**src/rtl/fm_arb_pkg.sv**
```systemverilog
// Shared types and default sizes for the far-memory request arbiter.
package fm_arb_pkg;

  localparam int FM_ADDR_W  = 28;
  localparam int FM_LINE_W  = 128;
  localparam int FM_TAG_W   = 8;
  localparam int FM_Q_DEPTH = 4;
  localparam int FM_MAX_RD  = 4;

  // Requesting cache; also the value stored in the read-order FIFO.
  typedef enum logic {
    SRC_IC = 1'b0,
    SRC_DC = 1'b1
  } t_fm_src;

  // One buffered cache request at the default widths.
  typedef struct packed {
    logic                 wr;
    logic [FM_ADDR_W-1:0] addr;
    logic [FM_LINE_W-1:0] data;
    logic [FM_TAG_W-1:0]  tag;
  } t_fm_q_entry;

  function automatic t_fm_src other_src(input t_fm_src s);
    return (s == SRC_IC) ? SRC_DC : SRC_IC;
  endfunction

endpackage

```
**src/rtl/fm_arb_fifo.sv**
```systemverilog
// Generic synchronous FIFO with occupancy count. A push to a full FIFO is
// accepted only when a pop happens in the same cycle.
module fm_arb_fifo #(
  parameter int WIDTH = 8,
  parameter int DEPTH = 4,
  parameter int CNT_W = $clog2(DEPTH + 1)
) (
  input  logic             clk,
  input  logic             rst,
  input  logic             push_i,
  input  logic [WIDTH-1:0] data_i,
  input  logic             pop_i,
  output logic [WIDTH-1:0] data_o,
  output logic [CNT_W-1:0] count_o
);

  localparam int PTR_W = $clog2(DEPTH);

  logic [WIDTH-1:0] mem_q [DEPTH];
  logic [PTR_W-1:0] wr_ptr_q, wr_ptr_d;
  logic [PTR_W-1:0] rd_ptr_q, rd_ptr_d;
  logic [CNT_W-1:0] count_q, count_d;
  logic             full, empty, do_push, do_pop;

  assign full    = (count_q == CNT_W'(DEPTH));
  assign empty   = (count_q == '0);
  assign do_pop  = pop_i && !empty;
  assign do_push = push_i && (!full || do_pop);
  assign data_o  = mem_q[rd_ptr_q];
  assign count_o = count_q;

  // Next pointer and occupancy values.
  always_comb begin
    // NOTE: every always_comb output gets a default first so no path leaves it unassigned (no latch).
    wr_ptr_d = wr_ptr_q;
    rd_ptr_d = rd_ptr_q;
    count_d  = count_q;
    if (do_push) wr_ptr_d = wr_ptr_q + PTR_W'(1);
    if (do_pop)  rd_ptr_d = rd_ptr_q + PTR_W'(1);
    if (do_push && !do_pop)      count_d = count_q + CNT_W'(1);
    else if (do_pop && !do_push) count_d = count_q - CNT_W'(1);
  end

  // Pointer and count registers.
  always_ff @(posedge clk) begin
    // NOTE: state registers use <= so every flop samples pre-edge values regardless of statement order.
    if (rst) begin
      wr_ptr_q <= '0;
      rd_ptr_q <= '0;
      count_q  <= '0;
    end else begin
      wr_ptr_q <= wr_ptr_d;
      rd_ptr_q <= rd_ptr_d;
      count_q  <= count_d;
    end
  end

  // Storage write.
  always_ff @(posedge clk) begin
    // NOTE: storage is not reset; count_q gates every read, so stale contents are never observed.
    if (do_push) mem_q[wr_ptr_q] <= data_i;
  end

endmodule

```
**src/rtl/fm_req_arb.sv**
```systemverilog
// Shares the far-memory port between the I-cache and D-cache miss paths:
// per-source request queues, round-robin grant, in-order read response routing.
module fm_req_arb
  import fm_arb_pkg::*;
#(
  parameter int ADDR_W  = FM_ADDR_W,
  parameter int LINE_W  = FM_LINE_W,
  parameter int TAG_W   = FM_TAG_W,
  parameter int Q_DEPTH = FM_Q_DEPTH,
  parameter int MAX_RD  = FM_MAX_RD
) (
  input  logic              clk,
  input  logic              rst,
  input  logic              ic_req_valid,
  input  logic              ic_req_wr,
  input  logic [ADDR_W-1:0] ic_req_addr,
  input  logic [LINE_W-1:0] ic_req_data,
  input  logic [TAG_W-1:0]  ic_req_tag,
  input  logic              dc_req_valid,
  input  logic              dc_req_wr,
  input  logic [ADDR_W-1:0] dc_req_addr,
  input  logic [LINE_W-1:0] dc_req_data,
  input  logic [TAG_W-1:0]  dc_req_tag,
  output logic              ic_stall,
  output logic              dc_stall,
  output logic              fm_req_valid,
  output logic              fm_req_wr,
  output logic [ADDR_W-1:0] fm_req_addr,
  output logic [LINE_W-1:0] fm_req_data,
  output logic [TAG_W-1:0]  fm_req_tag,
  input  logic              fm_req_ready,
  input  logic              fm_rsp_valid,
  input  logic [LINE_W-1:0] fm_rsp_data,
  input  logic [TAG_W-1:0]  fm_rsp_tag,
  output logic              ic_rsp_valid,
  output logic [LINE_W-1:0] ic_rsp_data,
  output logic [TAG_W-1:0]  ic_rsp_tag,
  output logic              dc_rsp_valid,
  output logic [LINE_W-1:0] dc_rsp_data,
  output logic [TAG_W-1:0]  dc_rsp_tag,
  output logic              arb_err
);

  // Same layout as t_fm_q_entry, sized by this instance's parameters.
  typedef struct packed {
    logic              wr;
    logic [ADDR_W-1:0] addr;
    logic [LINE_W-1:0] data;
    logic [TAG_W-1:0]  tag;
  } t_q_entry;

  localparam int E_W    = $bits(t_q_entry);
  localparam int QCNT_W = $clog2(Q_DEPTH + 1);
  localparam int OCNT_W = $clog2(MAX_RD + 1);

  t_q_entry          ic_push_e, dc_push_e, ic_head, dc_head, win_e;
  logic [QCNT_W-1:0] ic_count, dc_count;
  logic [OCNT_W-1:0] ord_count;
  logic              ic_full, ic_empty, dc_full, dc_empty, ord_full, ord_empty;
  logic              ic_push, dc_push, ic_pop, dc_pop, ic_ovf, dc_ovf;
  logic              ic_elig, dc_elig, fire, ord_push, ord_pop, spurious;
  logic [0:0]        ord_head_raw;
  t_fm_src           ord_head, win_src, rr_q, rr_d;
  logic              arb_err_q, arb_err_d;

  assign ic_push_e = '{wr: ic_req_wr, addr: ic_req_addr, data: ic_req_data, tag: ic_req_tag};
  assign dc_push_e = '{wr: dc_req_wr, addr: dc_req_addr, data: dc_req_data, tag: dc_req_tag};

  assign ic_full   = (ic_count == QCNT_W'(Q_DEPTH));
  assign dc_full   = (dc_count == QCNT_W'(Q_DEPTH));
  assign ic_empty  = (ic_count == '0);
  assign dc_empty  = (dc_count == '0);
  assign ord_full  = (ord_count == OCNT_W'(MAX_RD));
  assign ord_empty = (ord_count == '0);

  // A pulse into a full queue is lost even if that queue pops this cycle.
  assign ic_push = ic_req_valid && !ic_full;
  assign dc_push = dc_req_valid && !dc_full;
  assign ic_ovf  = ic_req_valid && ic_full;
  assign dc_ovf  = dc_req_valid && dc_full;

  // Counts are registered, so stall only moves at the clock edge. One slot
  // stays free for a miss the cache had already launched.
  assign ic_stall = (ic_count >= QCNT_W'(Q_DEPTH - 1));
  assign dc_stall = (dc_count >= QCNT_W'(Q_DEPTH - 1));

  fm_arb_fifo #(.WIDTH(E_W), .DEPTH(Q_DEPTH)) u_ic_q (
    .clk(clk), .rst(rst), .push_i(ic_push), .data_i(ic_push_e),
    .pop_i(ic_pop), .data_o(ic_head), .count_o(ic_count)
  );

  fm_arb_fifo #(.WIDTH(E_W), .DEPTH(Q_DEPTH)) u_dc_q (
    .clk(clk), .rst(rst), .push_i(dc_push), .data_i(dc_push_e),
    .pop_i(dc_pop), .data_o(dc_head), .count_o(dc_count)
  );

  // Reads wait while the order FIFO cannot record another outstanding read.
  assign ic_elig = !ic_empty && (ic_head.wr || !ord_full);
  assign dc_elig = !dc_empty && (dc_head.wr || !ord_full);

  // Round-robin pick: the eligible head at the pointer, else the other one.
  always_comb begin
    win_src = rr_q;
    if (rr_q == SRC_IC) win_src = ic_elig ? SRC_IC : SRC_DC;
    else                win_src = dc_elig ? SRC_DC : SRC_IC;
  end

  assign win_e        = (win_src == SRC_IC) ? ic_head : dc_head;
  assign fm_req_valid = ic_elig || dc_elig;
  assign fm_req_wr    = win_e.wr;
  assign fm_req_addr  = win_e.addr;
  assign fm_req_data  = win_e.data;
  assign fm_req_tag   = win_e.tag;

  assign fire   = fm_req_valid && fm_req_ready;
  assign ic_pop = fire && (win_src == SRC_IC);
  assign dc_pop = fire && (win_src == SRC_DC);

  // Accepted reads record their source; responses retire them in order.
  assign ord_push = fire && !win_e.wr;
  assign ord_pop  = fm_rsp_valid && !ord_empty;
  assign spurious = fm_rsp_valid && ord_empty;

  fm_arb_fifo #(.WIDTH(1), .DEPTH(MAX_RD)) u_ord_q (
    .clk(clk), .rst(rst), .push_i(ord_push), .data_i(win_src),
    .pop_i(ord_pop), .data_o(ord_head_raw), .count_o(ord_count)
  );

  assign ord_head     = t_fm_src'(ord_head_raw);
  assign ic_rsp_valid = ord_pop && (ord_head == SRC_IC);
  assign dc_rsp_valid = ord_pop && (ord_head == SRC_DC);
  assign ic_rsp_data  = fm_rsp_data;
  assign ic_rsp_tag   = fm_rsp_tag;
  assign dc_rsp_data  = fm_rsp_data;
  assign dc_rsp_tag   = fm_rsp_tag;

  // Pointer passes to the loser on a grant; error flag accumulates.
  always_comb begin
    rr_d      = rr_q;
    arb_err_d = arb_err_q || ic_ovf || dc_ovf || spurious;
    if (fire) rr_d = other_src(win_src);
  end

  // Round-robin pointer and sticky error registers.
  always_ff @(posedge clk) begin
    if (rst) begin
      rr_q      <= SRC_IC;
      arb_err_q <= 1'b0;
    end else begin
      rr_q      <= rr_d;
      arb_err_q <= arb_err_d;
    end
  end

  assign arb_err = arb_err_q;

endmodule

```
**config.mk**
```make
export PLATFORM = sky130hd
export DESIGN_NAME = fm_req_arb
export DESIGN_NICKNAME = d
export VERILOG_FILES = /design/src/rtl/fm_arb_pkg.sv /design/src/rtl/fm_arb_fifo.sv /design/src/rtl/fm_req_arb.sv
export SDC_FILE = /design/constraint.sdc
export NUM_CORES = 1
export LEC_CHECK = 0
export ABC_AREA = 1
export BUFFER_PORTS_ARGS = -buffer_cell sky130_fd_sc_hd__buf_2
export CELL_PAD_IN_SITES_DETAIL_PLACEMENT = 0
export CELL_PAD_IN_SITES_GLOBAL_PLACEMENT = 2
export CORE_UTILIZATION = 34
export DETAILED_ROUTE_END_ITERATION = 8
export PLACE_DENSITY = 0.86
export SETUP_SLACK_MARGIN = 0.05
export SLEW_MARGIN = 15
export SYNTH_ARGS = -nofsm -noshare
export SYNTH_HDL_FRONTEND = slang
export SYNTH_HIERARCHICAL = 1
export SYNTH_SLANG_ARGS = --single-unit
```
**constraint.sdc**
```tcl
create_clock -name clk -period 11.7 [get_ports clk]
set_clock_uncertainty 0.1 [all_clocks]
set_input_delay 2.925 -clock clk [delete_from_list [all_inputs] [get_ports clk]]
set_output_delay 2.925 -clock clk [all_outputs]
set_load 0.02 [all_outputs]
```
==> impl_metrics.py <==
metrics = {
    "outcome": {
        "status": "complete, no violations",
    },
    "finish": {
        "syn_to_final_growth_pct": 12.39,
        "layout.cells.non_filler": 6736,
        "drive_gt1_share_pct": 17.40,
        "design_area_mm2": 0.06189,
        "fillCellCount": 15240,
        "nets": 4928,
    },
    "cts": {
        "clock-sinks": 1353,
        "postCtsSetupBuffers": 0,
        "cts_buffer_depth": 3,
        "clock_latency_ns": 0.77,
        "cts_resized": 0,
        "cts_tree": "yes",
        "cts_hold_buf": 0,
        "htree_levels": 4,
        "cts_buffers": 149,
        "cts_root_buffer": "clkbuf_16",
        "clk_pin_slew_ns": 0.06,
    },
    "synthesis": {
        "synth_area_per_cell_um2": 12.91,
        "ys_ff_latch": 1353,
        "synthCells": 4266,
        "async_reset_ff_share_pct": 0,
        "synth_area_mm2": 0.05507,
        "synth_edf_count": 1324,
        "synthFlopType": "edfxtp_1",
        "yosysUniqueCellTypes": 27,
        "seq_area_frac_synth_pct": 73.25,
        "yosysWarnings": 6,
        "syn_nets": 4756,
    },
    "routing": {
        "drt_iter0_markers": 2673,
        "drt-met1-wl_um": 60540,
        "wl_um": 165900,
        "via_per_inst": 5.019,
        "ant_nets": 0,
        "top_layer": "met5",
        "route.vias.total": 33810,
        "drc": 0,
        "drt-pass1-iter-count": 5,
        "wl_per_cell_um": 24.63,
        "wl_met3_um": 16960,
        "wl_met2_um": 80130,
    },
    "global_routing": {
        "grt_pass1_wl_um": 230300,
        "grt-ovfl-total": 0,
        "grt_pass1_vias": 31980,
        "grtUsageTotal_pct": 19.56,
        "grt_max_degree": 192,
        "antenna_found_initial": 67,
    },
    "worst_setup_path": {
        "reg2regPathDepth": 15,
        "cp.arrival_ns": 4.89,
        "cp-endpoint": "fm_req_data[11]",
        "worstPathCellList": "clkinv_8 > o21ai_0 > o22ai_1 > inv_1 > nand3_1 > nand2_1 > nand2_1 > nand2_8 > buf_4 > nand2_1 > nand2_1 > buf_2",
        "path_depth": 12,
        "rrSetupSlack_ns": 5.37,
        "r2r-end": "u_dc_q/mem_q[3][83]",
        "crit_family": "buffers and inverters",
        "end_kind": "output port",
        "cpMostUsedCell": "nand2_1",
        "cp.buffers_inverters": 4,
        "worst_ep_required_time_ns": 8.68,
        "critPathMaxStageDelay_ns": 0.77,
        "cp-start-kind": "flip-flop",
        "worst-path-max-fanout": 164,
        "critPathSlowestCell": "buf_4",
        "path_class": "flip-flop to output port",
    },
    "floorplan": {
        "dieArea_mm2": 0.1636,
        "die-width_um": 404.5,
        "row_count": 147,
        "pin_count": 915,
        "die-height_um": 404.5,
        "core_mm2": 0.1608,
        "start_util_pct": 34.26,
    },
    "place": {
        "port_buffers": 506,
        "placed_area_mm2": 0.05703,
        "dp.cells": 6447,
        "routabilityCongestion": 0.8454,
        "place_hpwl_um": 108700,
        "dp_slack_ns": 4.333,
    },
    "sta": {
        "final.period_utilization_pct": 67.68,
        "report.final.setup_viol": 0,
        "rsz0062_at_grt": "false",
        "hold_viol": 0,
        "worst_slack_ns": 3.782,
        "tns_ns": 0,
        "max_slew_margin_pct": 18.67,
        "whs_ns": 0.4011,
        "maxSlewViolCount": 0,
        "worst_pin_slew_ns": 1.220,
        "fmax_mhz": 126.3,
        "min_period_ns": 7.918,
    },
    "power_and_ir_drop": {
        "p_leak_nw": 21.89,
        "peakVddDrop_mv": 0.2377,
        "power.density_mw_per_mm2": 262.2,
    },
    "worst_hold_path": {
        "worstHoldPathType": "flip-flop to flip-flop",
        "hold_depth": 2,
    },
    "job": {
        "drv_cap": 0,
    },
}
==> sequential cells by signal, indices dropped and copies added (netlist names), 3 cells and up, named ones only <==
| name | count |
|---|---|
| u_dc_q/count_o | 3 |
| u_dc_q/mem_q | 660 |
| u_ic_q/count_o | 3 |
| u_ic_q/mem_q | 660 |
| u_ord_q/count_o | 3 |
| u_ord_q/mem_q | 4 |
==> synth_stat cells (2+ instances only) <==
| library cell | n | area share, % |
|---|---|---|
| inv_1 | 64 | 0.44 |
| nand2_2 | 5 | 0.057 |
| nand2_4 | 2 | 0.041 |
| o22ai_1 | 330 | 3.7 |
| inv_8 | 2 | 0.041 |
| ha_1 | 15 | 0.34 |
| xor2_1 | 3 | 0.048 |
| dfxtp_1 | 29 | 1.1 |
| clkbuf_1 | 114 | 0.78 |
| nor2_4 | 2 | 0.041 |
| buf_6 | 83 | 1.7 |
| fa_1 | 3 | 0.11 |
| buf_8 | 6 | 0.16 |
| nand4_1 | 2 | 0.023 |
| o21ai_1 | 134 | 1.2 |
| nand3_1 | 22 | 0.20 |
| buf_2 | 35 | 0.32 |
| o21ai_0 | 531 | 4.8 |
| buf_4 | 288 | 3.9 |
| nor2_1 | 703 | 4.8 |
| a31oi_1 | 2 | 0.023 |
| nand2_1 | 548 | 3.7 |
| a21oi_1 | 16 | 0.15 |
| edfxtp_1 | 1324 | 72 |
==> worst min path at each step <==
stage                   startpoint                  end
2_1_floorplan  u_ord_q/rd_ptr_q[1]            flip-flop
3_3_place_gp    u_dc_q/rd_ptr_q[1]            flip-flop
3_5_place_dp    u_ic_q/rd_ptr_q[1]            flip-flop
4_1_cts         u_dc_q/rd_ptr_q[1]            flip-flop
5_1_grt        u_ord_q/rd_ptr_q[0]  u_ord_q/rd_ptr_q[0]
6_report        u_ic_q/rd_ptr_q[1]            flip-flop
==> final cells by class <==
cell class              count  area (µm²)  area share [%]
clock inverters           104        1010           1.631
clock buffers             173        3819           6.170
repair buffers            547        2928           4.731
well taps                2160        2703           4.367
flip-flops and latches   1353       40350           65.20
multi-input cells        2321       10770           17.39
diodes                     12       30.03         0.04852
inverters                  66       282.8          0.4569
==> metal layers <==
metal / GRT usage (%) / vias to the layer above
met3: 7.615 / 347
li1: - / 15490
met5: 0.5650 / -
met1: 22.09 / 16380
met4: 8.865 / 68
met2: 32.51 / 1522
==> power by group <==
part,total [mW],internal (mW),switching [mW]
clock,4.54,2.60,1.94
combinational,5.37,1.36,4.01
sequential,6.32,6.12,0.208
==> through the flow <==
stage | utilization [%] | total power, mW
after floorplan | - | 10.29
after global placement | 35.48 | 11.83
after detailed placement | 35.48 | 11.87
after CTS | 38.48 | 16.42
after global routing | 38.49 | 17.04
final | 38.50 | 16.23
==> worst min-delay path, stage by stage, from the launching register on <==
cell and delay, ns:
dfxtp_1 0.32, nand2_1 0.06, a21oi_1 0.07
==> cell families (layout without fill, tap and decap cells) <==
| logic type | count (synthesis) | in the layout | synth area share (%) |
|---|---|---|---|
| adders and majority gates | 18 | 18 | 0.4499 |
| buffers and inverters | 592 | 890 | 7.359 |
| other | 0 | 12 | 0 |
| DFF | 1353 | 1353 | 73.25 |
| AOI/OAI and AO/OA | 1015 | 1015 | 9.993 |
| xor gates and xnor gates | 3 | 3 | 0.04772 |
| and+or+nand+nor | 1285 | 1285 | 8.900 |
==> layout by cell type, fill, tap and decap left out, types with 3 or more instances in the layout <==
cell type / synthesis / final
clkinv_16: 0 / 5
nand2_2: 5 / 3
nor2_1: 703 / 695
dfxtp_4: 0 / 4
clkinv_2: 0 / 35
inv_16: 0 / 4
o22ai_1: 330 / 330
a21oi_1: 16 / 16
diode_2: 0 / 12
clkbuf_16: 0 / 149
fa_1: 3 / 3
clkinv_8: 0 / 6
nand3_1: 22 / 22
edfxtp_1: 1324 / 1324
buf_4: 288 / 34
inv_6: 0 / 6
clkbuf_1: 114 / 24
buf_12: 0 / 7
dfxtp_1: 29 / 25
buf_2: 35 / 506
clkinvlp_4: 0 / 5
clkinv_4: 0 / 4
ha_1: 15 / 15
nor2_4: 2 / 10
inv_1: 64 / 62
o21ai_1: 134 / 134
clkinv_1: 0 / 32
bufinv_16: 0 / 10
xor2_1: 3 / 3
nand2_1: 548 / 548
o21ai_0: 531 / 531
No activity file was read; power rests on OpenSTA's default activity.
